--- src/rtl/melody_player.sv ---
// Doorbell melody player: debounced doorbell/track buttons, IDLE/PLAY sequencer, square-wave tone output.
// Define MELODY_LED_EN to build the one-hot note indicator on LED; otherwise LED is tied to 0.
`timescale 1ns/1ps
module melody_player #(
    parameter int CLK_HZ      = 50_000_000,
    parameter int STEP_CYCLES = 16_777_216,
    parameter int SEQ_LEN     = 32,
    parameter int NUM_TRACKS  = 5,
    parameter int REPEATS     = 1,
    parameter int DBNC_CYCLES = 500_000
) (
    input  logic        CLK,
    input  logic        RST,
    input  logic        BTN_DRBL,
    input  logic        BTN_TRCK,
    output logic        BEEP,
    output logic [15:0] LED,
    output logic [2:0]  TRACK,
    output logic        BUSY,
    output logic        DONE
);
    localparam int STEP_W = $clog2(SEQ_LEN);
    localparam int PASS_W = $clog2(REPEATS) + 1;
    localparam int TMR_W  = $clog2(STEP_CYCLES + 1);
    localparam int DB_W   = $clog2(DBNC_CYCLES + 1);

    // Half-period in CLK cycles for a note code, scaled from the 50 MHz reference values.
    function automatic longint half_calc(input int code);
        longint h;
        case (code)
            1:  h = 63775;  2:  h = 56818;  3:  h = 50617;  4:  h = 47774;
            5:  h = 42567;  6:  h = 37919;  7:  h = 35790;  8:  h = 31887;
            9:  h = 28409;  10: h = 25308;  11: h = 23889;  12: h = 21282;
            13: h = 18960;
            default: h = 0;
        endcase
        h = (h * longint'(CLK_HZ)) / longint'(50_000_000);
        return (h < 1) ? longint'(1) : h;
    endfunction

    function automatic logic [3:0] note_code(input logic [2:0] trk, input logic [STEP_W-1:0] stp);
        int s;
        logic [3:0] nc;
        s  = int'(stp);
        nc = 4'd0;
        if (trk == 3'd0) begin
            case (s)
                0, 2, 4: nc = 4'd13;
                1, 3, 6: nc = 4'd12;
                5:       nc = 4'd10;
                7:       nc = 4'd11;
                8:       nc = 4'd9;
                default: nc = 4'd0;
            endcase
        end else if (trk == 3'd1 && s < 13) begin
            nc = 4'(s + 1);
        end
        return nc;
    endfunction

    localparam longint MAX_HALF = half_calc(1);
    localparam int     TONE_W   = $clog2(MAX_HALF + 1);

    logic [TONE_W-1:0] half_tbl [16];
    for (genvar c = 0; c < 16; c++) begin : g_half
        assign half_tbl[c] = TONE_W'(half_calc(c));
    end

    typedef enum logic {IDLE = 1'b0, PLAY = 1'b1} state_t;

    logic [1:0]        sync1_q, sync2_q, lvl_q, lvl_d, press_q, press_d;
    logic [DB_W-1:0]   dbc_q [2];
    logic [DB_W-1:0]   dbc_d [2];
    state_t            state_q, state_d;
    logic [STEP_W-1:0] step_q, step_d;
    logic [PASS_W-1:0] pass_q, pass_d;
    logic [TMR_W-1:0]  tmr_q, tmr_d;
    logic [TONE_W-1:0] tone_q, tone_d;
    logic [2:0]        track_q, track_d, ptrack_q, ptrack_d, track_inc;
    logic              beep_q, beep_d, done_q, done_d, restart;
    logic [3:0]        code;

    // Debounce: level follows the synchronized input only after DBNC_CYCLES differing samples in a row.
    always_comb begin
        for (int b = 0; b < 2; b++) begin
            lvl_d[b]   = lvl_q[b];
            press_d[b] = 1'b0;
            dbc_d[b]   = '0;
            if (sync2_q[b] != lvl_q[b]) begin
                if (dbc_q[b] == DB_W'(DBNC_CYCLES - 1)) begin
                    lvl_d[b]   = sync2_q[b];
                    press_d[b] = sync2_q[b];
                end else begin
                    dbc_d[b] = dbc_q[b] + DB_W'(1);
                end
            end
        end
    end

    assign track_inc = (track_q == 3'(NUM_TRACKS - 1)) ? 3'd0 : track_q + 3'd1;

    always_ff @(posedge CLK) begin
        if (RST) begin
            sync1_q  <= '0;
            sync2_q  <= '0;
            lvl_q    <= '0;
            press_q  <= '0;
            dbc_q    <= '{default: '0};
            state_q  <= IDLE;
            step_q   <= '0;
            pass_q   <= '0;
            tmr_q    <= '0;
            tone_q   <= '0;
            track_q  <= '0;
            ptrack_q <= '0;
            beep_q   <= 1'b0;
            done_q   <= 1'b0;
        end else begin
            sync1_q  <= {BTN_TRCK, BTN_DRBL};
            sync2_q  <= sync1_q;
            lvl_q    <= lvl_d;
            press_q  <= press_d;
            dbc_q    <= dbc_d;
            state_q  <= state_d;
            step_q   <= step_d;
            pass_q   <= pass_d;
            tmr_q    <= tmr_d;
            tone_q   <= tone_d;
            track_q  <= track_d;
            ptrack_q <= ptrack_d;
            beep_q   <= beep_d;
            done_q   <= done_d;
        end
    end

    always_comb begin
        state_d  = state_q;
        step_d   = step_q;
        pass_d   = pass_q;
        tmr_d    = tmr_q;
        track_d  = track_q;
        ptrack_d = ptrack_q;
        done_d   = 1'b0;
        restart  = 1'b0;
        case (state_q)
            IDLE: begin
                if (press_q[1]) track_d = track_inc;
                if (press_q[0]) begin
                    state_d  = PLAY;
                    restart  = 1'b1;
                    ptrack_d = press_q[1] ? track_inc : track_q;
                    step_d   = '0;
                    pass_d   = '0;
                    tmr_d    = '0;
                end
            end
            PLAY: begin
                if (press_q[0]) begin
                    restart = 1'b1;
                    step_d  = '0;
                    pass_d  = '0;
                    tmr_d   = '0;
                end else if (tmr_q == TMR_W'(STEP_CYCLES - 1)) begin
                    restart = 1'b1;
                    tmr_d   = '0;
                    if (step_q == STEP_W'(SEQ_LEN - 1)) begin
                        step_d = '0;
                        if (pass_q == PASS_W'(REPEATS - 1)) begin
                            state_d = IDLE;
                            done_d  = 1'b1;
                            pass_d  = '0;
                        end else begin
                            pass_d = pass_q + PASS_W'(1);
                        end
                    end else begin
                        step_d = step_q + STEP_W'(1);
                    end
                end else begin
                    tmr_d = tmr_q + TMR_W'(1);
                end
            end
            default: state_d = IDLE;
        endcase

        // Tone generator restarts from a low output at every start and step boundary.
        tone_d = '0;
        beep_d = 1'b0;
        if (state_q == PLAY && !restart && code != 4'd0) begin
            if (tone_q == half_tbl[code] - TONE_W'(1)) begin
                beep_d = ~beep_q;
            end else begin
                tone_d = tone_q + TONE_W'(1);
                beep_d = beep_q;
            end
        end
    end

    always_comb begin
        code = note_code(ptrack_q, step_q);
        BUSY = (state_q == PLAY);
    end

    assign BEEP  = beep_q;
    assign DONE  = done_q;
    assign TRACK = track_q;

`ifdef MELODY_LED_EN
    assign LED = (BUSY && code != 4'd0) ? (16'd1 << (code - 4'd1)) : 16'd0;
`else
    assign LED = 16'd0;
`endif
endmodule

--- config.mk ---
export PLATFORM = sky130hd
export DESIGN_NAME = melody_player
export DESIGN_NICKNAME = d
export VERILOG_FILES = /design/src/rtl/melody_player.sv
export SDC_FILE = /design/constraint.sdc
export NUM_CORES = 1
export LEC_CHECK = 0
export ABC_CLOCK_PERIOD_IN_PS = 5700
export BUFFER_PORTS_ARGS = -buffer_cell sky130_fd_sc_hd__buf_2
export CORE_MARGIN = 1
export CORE_UTILIZATION = 60
export CTS_CLUSTER_SIZE = 8
export DETAILED_ROUTE_END_ITERATION = 12
export MAX_ROUTING_LAYER = met4
export PLACE_DENSITY = 0.85
export SETUP_SLACK_MARGIN = 0.2
export SKIP_CTS_REPAIR_TIMING = 1
export SLEW_MARGIN = 20
export SYNTH_ARGS = -nofsm -noshare
export SYNTH_HDL_FRONTEND = slang
export SYNTH_SLANG_ARGS = --single-unit
--- constraint.sdc ---
create_clock -name CLK -period 5.7 [get_ports CLK]
set_input_delay 1.14 -clock CLK [delete_from_list [all_inputs] [get_ports CLK]]
set_output_delay 1.14 -clock CLK [all_outputs]
set_load 0.05 [all_outputs]
==> results of run 1 <==
## power by group
part | internal [W] | switching [W] | total, W
Sequential | 0.000735 | 0.000000916 | 0.000736
Combinational | 0.00000284 | 0.0000313 | 0.0000341
Clock | 0.000208 | 0.000266 | 0.000474
Total | 0.000945 | 0.000299 | 0.00124
## layer usage
| layer | GRT usage | up-vias | part of all wire |
|---|---|---|---|
| met3 | 0.04704 | 43 | 0.060 |
| met4 | 0.1138 | 0 | 0.028 |
| met2 | 0.4437 | 199 | 0.48 |
| met1 | 0.3293 | 2500 | 0.43 |
| met5 | - | - | 0 |
| li1 | - | 2654 | - |
## final cells by class
cell class	count	area [sq um]
multi-input cells	602	3734
well taps	133	166.4
fillers	826	3510
flip-flops and latches	105	2102
repair buffers	12	67.56
clock buffers	9	123.9
clock inverters	7	78.83
inverters	22	82.58
## per-stage QoR
stage / hold WS (ps) / power (W)
global placement: 428.7 / 0.0007865
global route: 468.6 / 0.001280
CTS: 448.8 / 0.001251
floorplan: 413.8 / 0.0007924
detailed placement: 425.6 / 0.0007866
finish: 444.7 / 0.001244
## cells by family after synthesis
family | Yosys count | share of synthesized area
AOI/OAI and AO/OA | 144 | 0.1586
xor gates and xnor gates | 67 | 0.09523
adders and majority gates | 15 | 0.03046
buffers and inverters | 74 | 0.06294
DFF | 105 | 0.3411
muxes | 12 | 0.01970
other | 1 | 0.0006086
and+or+nand+nor | 348 | 0.2914
## synth_stat cells, drive strengths merged, types with 3 or more instances
cell,count,area share
dfxtp,105,0.34
or3,6,0.0061
inv,22,0.013
xor2,35,0.050
nand4,20,0.020
o2111ai,3,0.0043
a211oi,9,0.012
nand3b,6,0.0073
nand2b,4,0.0041
a31oi,9,0.010
a21o,7,0.0085
buf,33,0.038
and3,15,0.015
nor4,7,0.011
xnor2,32,0.045
a21oi,38,0.031
nor3b,5,0.0069
a311oi,7,0.0099
nand3,34,0.028
a211o,3,0.0043
nand4b,4,0.0057
nor3,35,0.037
a2111oi,4,0.0087
ha,15,0.030
nor2b,9,0.0091
o211ai,6,0.0081
clkbuf,19,0.012
nand2,65,0.040
o21ai,35,0.028
mux2i,11,0.018
or2,5,0.0051
nor2,117,0.072
## registers in the layout, indices dropped and copies added (netlist names), named ones only
register and flops:
tone_q 16, step_q 5, tmr_q 25, ptrack_q 3, sync1_q 2, TRACK 3
sync2_q 2, lvl_q 2, press_q 2, BUSY 1, dbc_q 38, BEEP 1
DONE 1
## worst paths after layout
check	from	cells after the start	slack [ps]	endpoint
max	step_q[0]	17	1000	tone_q[2]
min	sync1_q[1]	1	440	sync2_q[1]
max reg2reg	step_q[0]	17	1000	tone_q[2]
min reg2reg	sync1_q[1]	1	440	sync2_q[1]
## layout by cell type, fill, tap and decap left out, types with 11 or more instances in the layout
master / instances
nand4_1: 20
inv_1: 21
mux2i_1: 11
conb_1: 16
xor2_1: 35
and3_1: 15
nor3_1: 24
nand3_1: 34
o21ai_0: 34
nor2_1: 116
nand2_1: 65
ha_1: 15
dfxtp_1: 105
xnor2_1: 32
a21oi_1: 38
nor3_2: 11
==> metrics.md, run 1 <==
| Metric | Value |
|---|---|
| Layout Cell Area excl Fill | `6355 sq um` |
| Setup TNS | `0 ps` |
| Worst Setup Path Type | `flop to flop` |
| Vias in the first global route | `4862` |
| Dpl hpwl | `9662 um` |
| Synth cell types | `78` |
| CP max stage delay | `530 ps` |
| CP endpoint kind | `flop` |
| CTS tree | `built` |
| Area Growth Syn to Fin | `3.127%` |
| Fin crit period | `4696 ps` |
| Post-Syn Instances | `766` |
| Cell Area, Synth | `6162 sq um` |
| Type of the worst min-delay path | `flop to flop` |
| First-iteration detailed-routing DRC count | `339` |
| CP top delay family | `simple AND/OR/NAND/NOR gates` |
| Dominant synthesized flop cell | `dfxtp_1` |
| Skew-Pair Late Insertion Delay | `380 ps` |
| Largest net degree at the start of global routing | `43` |
| Final Util | `0.6442` |
| Mean area per synthesized cell | `8.045 sq um` |
| Yosys synthesis warning count | `0` |
| Period Utilization, post-route | `0.8239` |
| PortBufs | `9` |
| Via Count | `5396` |
| Max-slew headroom | `0.3663` |
| # clock sinks | `105` |
| Status | `complete, no violations` |
| # Max-Cap Violations | `0` |
| Final net count | `771` |
| Hold Fails Final Rpt | `0` |
| EDFF count, synth | `0` |
| Placer Congestion | `0.8919` |
| Via/cell ratio | `6.063` |
| Drt first pass iters | `5` |
| Total CTS buffers | `9` |
| Leakage | `2.139 nW` |
| Peak Freq | `212.9 MHz` |
| Seq/Total Area, Yosys | `0.3411` |
| RSZ-0062 raised after global routing | `false` |
| Pwr/cell area | `195.7 nW/um^2` |
| Crit path cell chain | `ha_1 -> a31oi_2 -> nor2_1 -> ha_1 -> inv_1 -> o21ai_0 -> a31o_1 -> inv_1 -> ha_1 -> xnor2_1 -> xnor2_1 -> o2111ai_1 -> nor4_2 -> or3b_1 -> nor4_4 -> buf_4 -> nor3_1` |
| Placed instance area | `6152 sq um` |
| Fin. max-slew vios | `0` |
| FFs w/ async S/R, synth | `0` |
| CTS root buf | `clkbuf_8` |
| CP Buf/Inv Count | `3` |
| Worst EP arrival | `4920 ps` |
| Routed wire length | `13290 um` |
| Initial core utilization | `0.6247` |
| # setup viols final | `0` |
| Grt total ovfl | `0` |
| Die Y-Extent | `103.3 um` |
| Non-filler cells, final | `890` |
| Layout cells sized above 1 | `0.07794` |
| Die area | `10680 sq um` |
| Row count | `36` |
| Data required, critical path | `5930 ps` |
| IR drop worst, VDD | `159.7 uV` |
| Type of origin of the critical path | `flop` |
| Io pins | `26` |
| Place WS | `1126 ps` |
| Number of H-tree levels | `3` |
| Residual DRC | `0` |
| Synthesis-stage register bit count | `105` |
| # diodes | `0` |
| Worst-case clock buffer depth | `2` |
| Die W | `103.3 um` |
| Placed cells | `874` |
| Total global-route track usage | `0.2710` |
| Drt wl/cell | `14.94 um` |
| Core region area | `9864 sq um` |
| Initial antenna violation count | `0` |
| Top cell by count, worst path | `ha_1` |
| Slowest-stage cell, CP | `a31oi_2` |
| DRT antenna net count | `0` |
| Setup ws final | `1004 ps` |
| Clk slew on worst S/H paths | `100 ps` |
| Worst slew pin tran | `941.9 ps` |
| CP max FO | `16` |
| Fin Clk Skew | `13.75 ps` |
| First-pass GRT wire length | `22360 um` |
Note: power is estimated with default switching activity, not from simulation.
==> run 2, diff against run 1 <==
--- a/config.mk
+++ b/config.mk
@@ -5,14 +5,15 @@
 export SDC_FILE = /design/constraint.sdc
 export NUM_CORES = 1
 export LEC_CHECK = 0
-export ABC_CLOCK_PERIOD_IN_PS = 5700
+export ABC_AREA = 1
+export ABC_CLOCK_PERIOD_IN_PS = 4200
 export BUFFER_PORTS_ARGS = -buffer_cell sky130_fd_sc_hd__buf_2
 export CORE_MARGIN = 1
-export CORE_UTILIZATION = 60
+export CORE_UTILIZATION = 56
 export CTS_CLUSTER_SIZE = 8
 export DETAILED_ROUTE_END_ITERATION = 12
 export MAX_ROUTING_LAYER = met4
-export PLACE_DENSITY = 0.85
+export PLACE_DENSITY = 0.83
 export SETUP_SLACK_MARGIN = 0.2
 export SKIP_CTS_REPAIR_TIMING = 1
 export SLEW_MARGIN = 20
==> constraint.sdc (replaced) <==
create_clock -name CLK -period 4.2 [get_ports CLK]
set_input_delay 0.84 -clock CLK [delete_from_list [all_inputs] [get_ports CLK]]
set_output_delay 0.84 -clock CLK [all_outputs]
set_load 0.05 [all_outputs]
==> metrics.md, run 2 <==
| Metric | Value |
|---|---|
| Leading cell types by total area after synthesis | `dfxtp_1, nand2_1, inv_1` |
| Leakage | `2.726 nW` |
| Placer Congestion | `0.8991` |
| CP endpoint kind | `flop` |
| # diodes | `0` |
| Layout cells sized above 1 | `0.1121` |
| Worst-case clock buffer depth | `2` |
| Top reg by flops | `dbc_q` |
| IR drop worst, VDD | `297.6 uV` |
| DRT antenna net count | `0` |
| Most frequent cell after synthesis | `nand2_1` |
| Setup TNS | `0 ps` |
| Drt first pass iters | `5` |
| Synthesis-stage register bit count | `105` |
| Clk slew on worst S/H paths | `90 ps` |
| # Max-Cap Violations | `0` |
| Total global-route track usage | `0.2173` |
| Cell taking the most area after synthesis | `dfxtp_1` |
| Hold wc startpoint | `sync1_q[1]` |
| Top post-synthesis cells by count | `nand2_1, inv_1, dfxtp_1` |
| Number of H-tree levels | `3` |
| Largest regs | `dbc_q x38, tmr_q x25, tone_q x16` |
| Grt total ovfl | `0` |
| FFs w/ async S/R, synth | `0` |
| Die area | `11660 sq um` |
| Row count | `38` |
| Cell Area, Synth | `6290 sq um` |
| Worst EP arrival | `3750 ps` |
| Fillers | `975` |
| Mean area per synthesized cell | `7.004 sq um` |
| Status | `complete, no violations` |
| Placed cells | `1034` |
| Via Count | `5363` |
| Total power | `0.001711 W` |
| Dpl hpwl | `8697 um` |
| Period Utilization, post-route | `0.8375` |
| CP max FO | `16` |
| Drt wl/cell | `10.95 um` |
| Pwr/cell area | `259.5 nW/um^2` |
| Initial core utilization | `0.5777` |
| Synth cell types | `51` |
| Skew-Pair Late Insertion Delay | `370 ps` |
| EDFF count, synth | `0` |
| Final Util | `0.6055` |
| Hold Fails Final Rpt | `0` |
| CTS root buf | `clkbuf_8` |
| Worst slew pin tran | `780.0 ps` |
| Total CTS buffers | `9` |
| Flop-to-flop setup slack | `680 ps` |
| Post-Syn Instances | `898` |
| Fin. max-slew vios | `0` |
| Non-filler cells, final | `1050` |
| Crit path from | `step_q[0]` |
| Core region area | `10890 sq um` |
| Multi-input gate area | `3515 sq um` |
| Yosys synthesis warning count | `0` |
| Io pins | `26` |
| Area Growth Syn to Fin | `4.814%` |
| Seq/Total Area, Yosys | `0.3342` |
| Type of the worst min-delay path | `flop to flop` |
| Data required, critical path | `4440 ps` |
| Max-slew headroom | `0.4800` |
| CTS tree | `built` |
| Final net count | `924` |
| Dominant synthesized flop cell | `dfxtp_1` |
| First-pass GRT wire length | `20000 um` |
| Peak Freq | `284.3 MHz` |
| Layout Cell Area excl Fill | `6593 sq um` |
| Fin crit period | `3517 ps` |
| # clock sinks | `105` |
| Residual DRC | `0` |
| First-iteration detailed-routing DRC count | `196` |
| Register area | `2102 sq um` |
| Die W | `108.0 um` |
| Synth top area share | `0.3342` |
| Initial antenna violation count | `0` |
| FF-to-FF Start | `step_q[0]` |
| PortBufs | `9` |
| Type of origin of the critical path | `flop` |
| Die Y-Extent | `108.0 um` |
| Largest net degree at the start of global routing | `43` |
| Routed wire length | `11490 um` |
| Most common library cell in the layout ignoring fill and taps | `nand2_1` |
| Vias in the first global route | `4657` |
| Most frequent cells in the layout | `nand2_1, inv_1, dfxtp_1` |
| Fin Clk Skew | `11.70 ps` |
| Via/cell ratio | `5.108` |
| RSZ-0062 raised after global routing | `false` |
| Max reg flops | `38` |
| Worst Setup Path Type | `flop to flop` |
| # setup viols final | `0` |
| Placed instance area | `6377 sq um` |
-- run 2: changes by cell type in the layout (fill, tap and decap cells not counted), moves of 8 or more --
cell and change:
mux2i_1 -11, nand2_2 +14, inv_1 +109, xnor2_1 -26, nor2_1 -26, nor2_2 +18, a21oi_1 +17, nor3_2 -11
and3_1 -14, nand3_1 +37, nand2_4 +9, nor2b_1 -9, nand3_2 +8, nand2_1 +114
-- run 2: critical path: stages (launching register included) --
cell	delay (ps)
dfxtp_1	410
inv_1	140
nand2_4	90
nand2_4	60
nand3_1	90
nand2_2	120
ha_1	350
nand2_1	120
nand2_1	80
nand2_1	80
nand2_1	70
inv_1	100
ha_1	240
nand3_4	120
nor2_8	180
nand2_2	70
nand3_1	70
nand2_1	50
nor2_1	100
nand3_2	90
nor2_4	100
nand2_2	70
o21ai_4	470
nor2_1	90
-- run 2: logic make-up after synthesis --
group / synth area share
buffers and inverters: 0.1160
AO/OA/AOI/OAI: 0.1013
adder cells (fa/ha/maj): 0.02984
other: 0.0005962
AND/OR/NAND/NOR: 0.3708
XOR/XNOR: 0.04735
flip-flops: 0.3342
-- run 2: metal layers --
layer	GRT usage	routed length, um
met1	0.2845	5718
met2	0.3367	5163
met3	0.03556	392
met4	0.08023	218
met5	-	0
-- run 2: final timing paths --
path / to / cells after the start
worst max-delay path: tone_q[5] / 23
worst min-delay path: sync2_q[1] / 2
worst max register to register: tone_q[5] / 23
worst min register to register: sync2_q[1] / 2
-- run 2: layout make-up --
cell class / instances / area share
Clock buffer: 13 / 0.02562
Clock inverter: 3 / 0.007022
Inverter: 137 / 0.07857
Multi-Input combinational cell: 640 / 0.5331
Sequential cell: 105 / 0.3188
Tap cell: 140 / 0.02657
Timing Repair Buffer: 12 / 0.01025
-- run 2: where the power goes --
part | internal, W | switching, W | leakage (nW)
sequential | 0.000997 | 0.00000129 | 0.846
clock | 0.000327 | 0.000337 | 0.106
combinational | 0.00000416 | 0.0000448 | 1.77
-- run 2: through the flow --
stage | setup slack (ps) | hold slack [ps]
final | 682.6 | 413.3
after global routing | 298.9 | 425.6
after floorplan | 1106 | 388.3
after global placement | 793.1 | 391.6
after detailed placement | 701.9 | 405.1
after CTS | 675.7 | 417.9
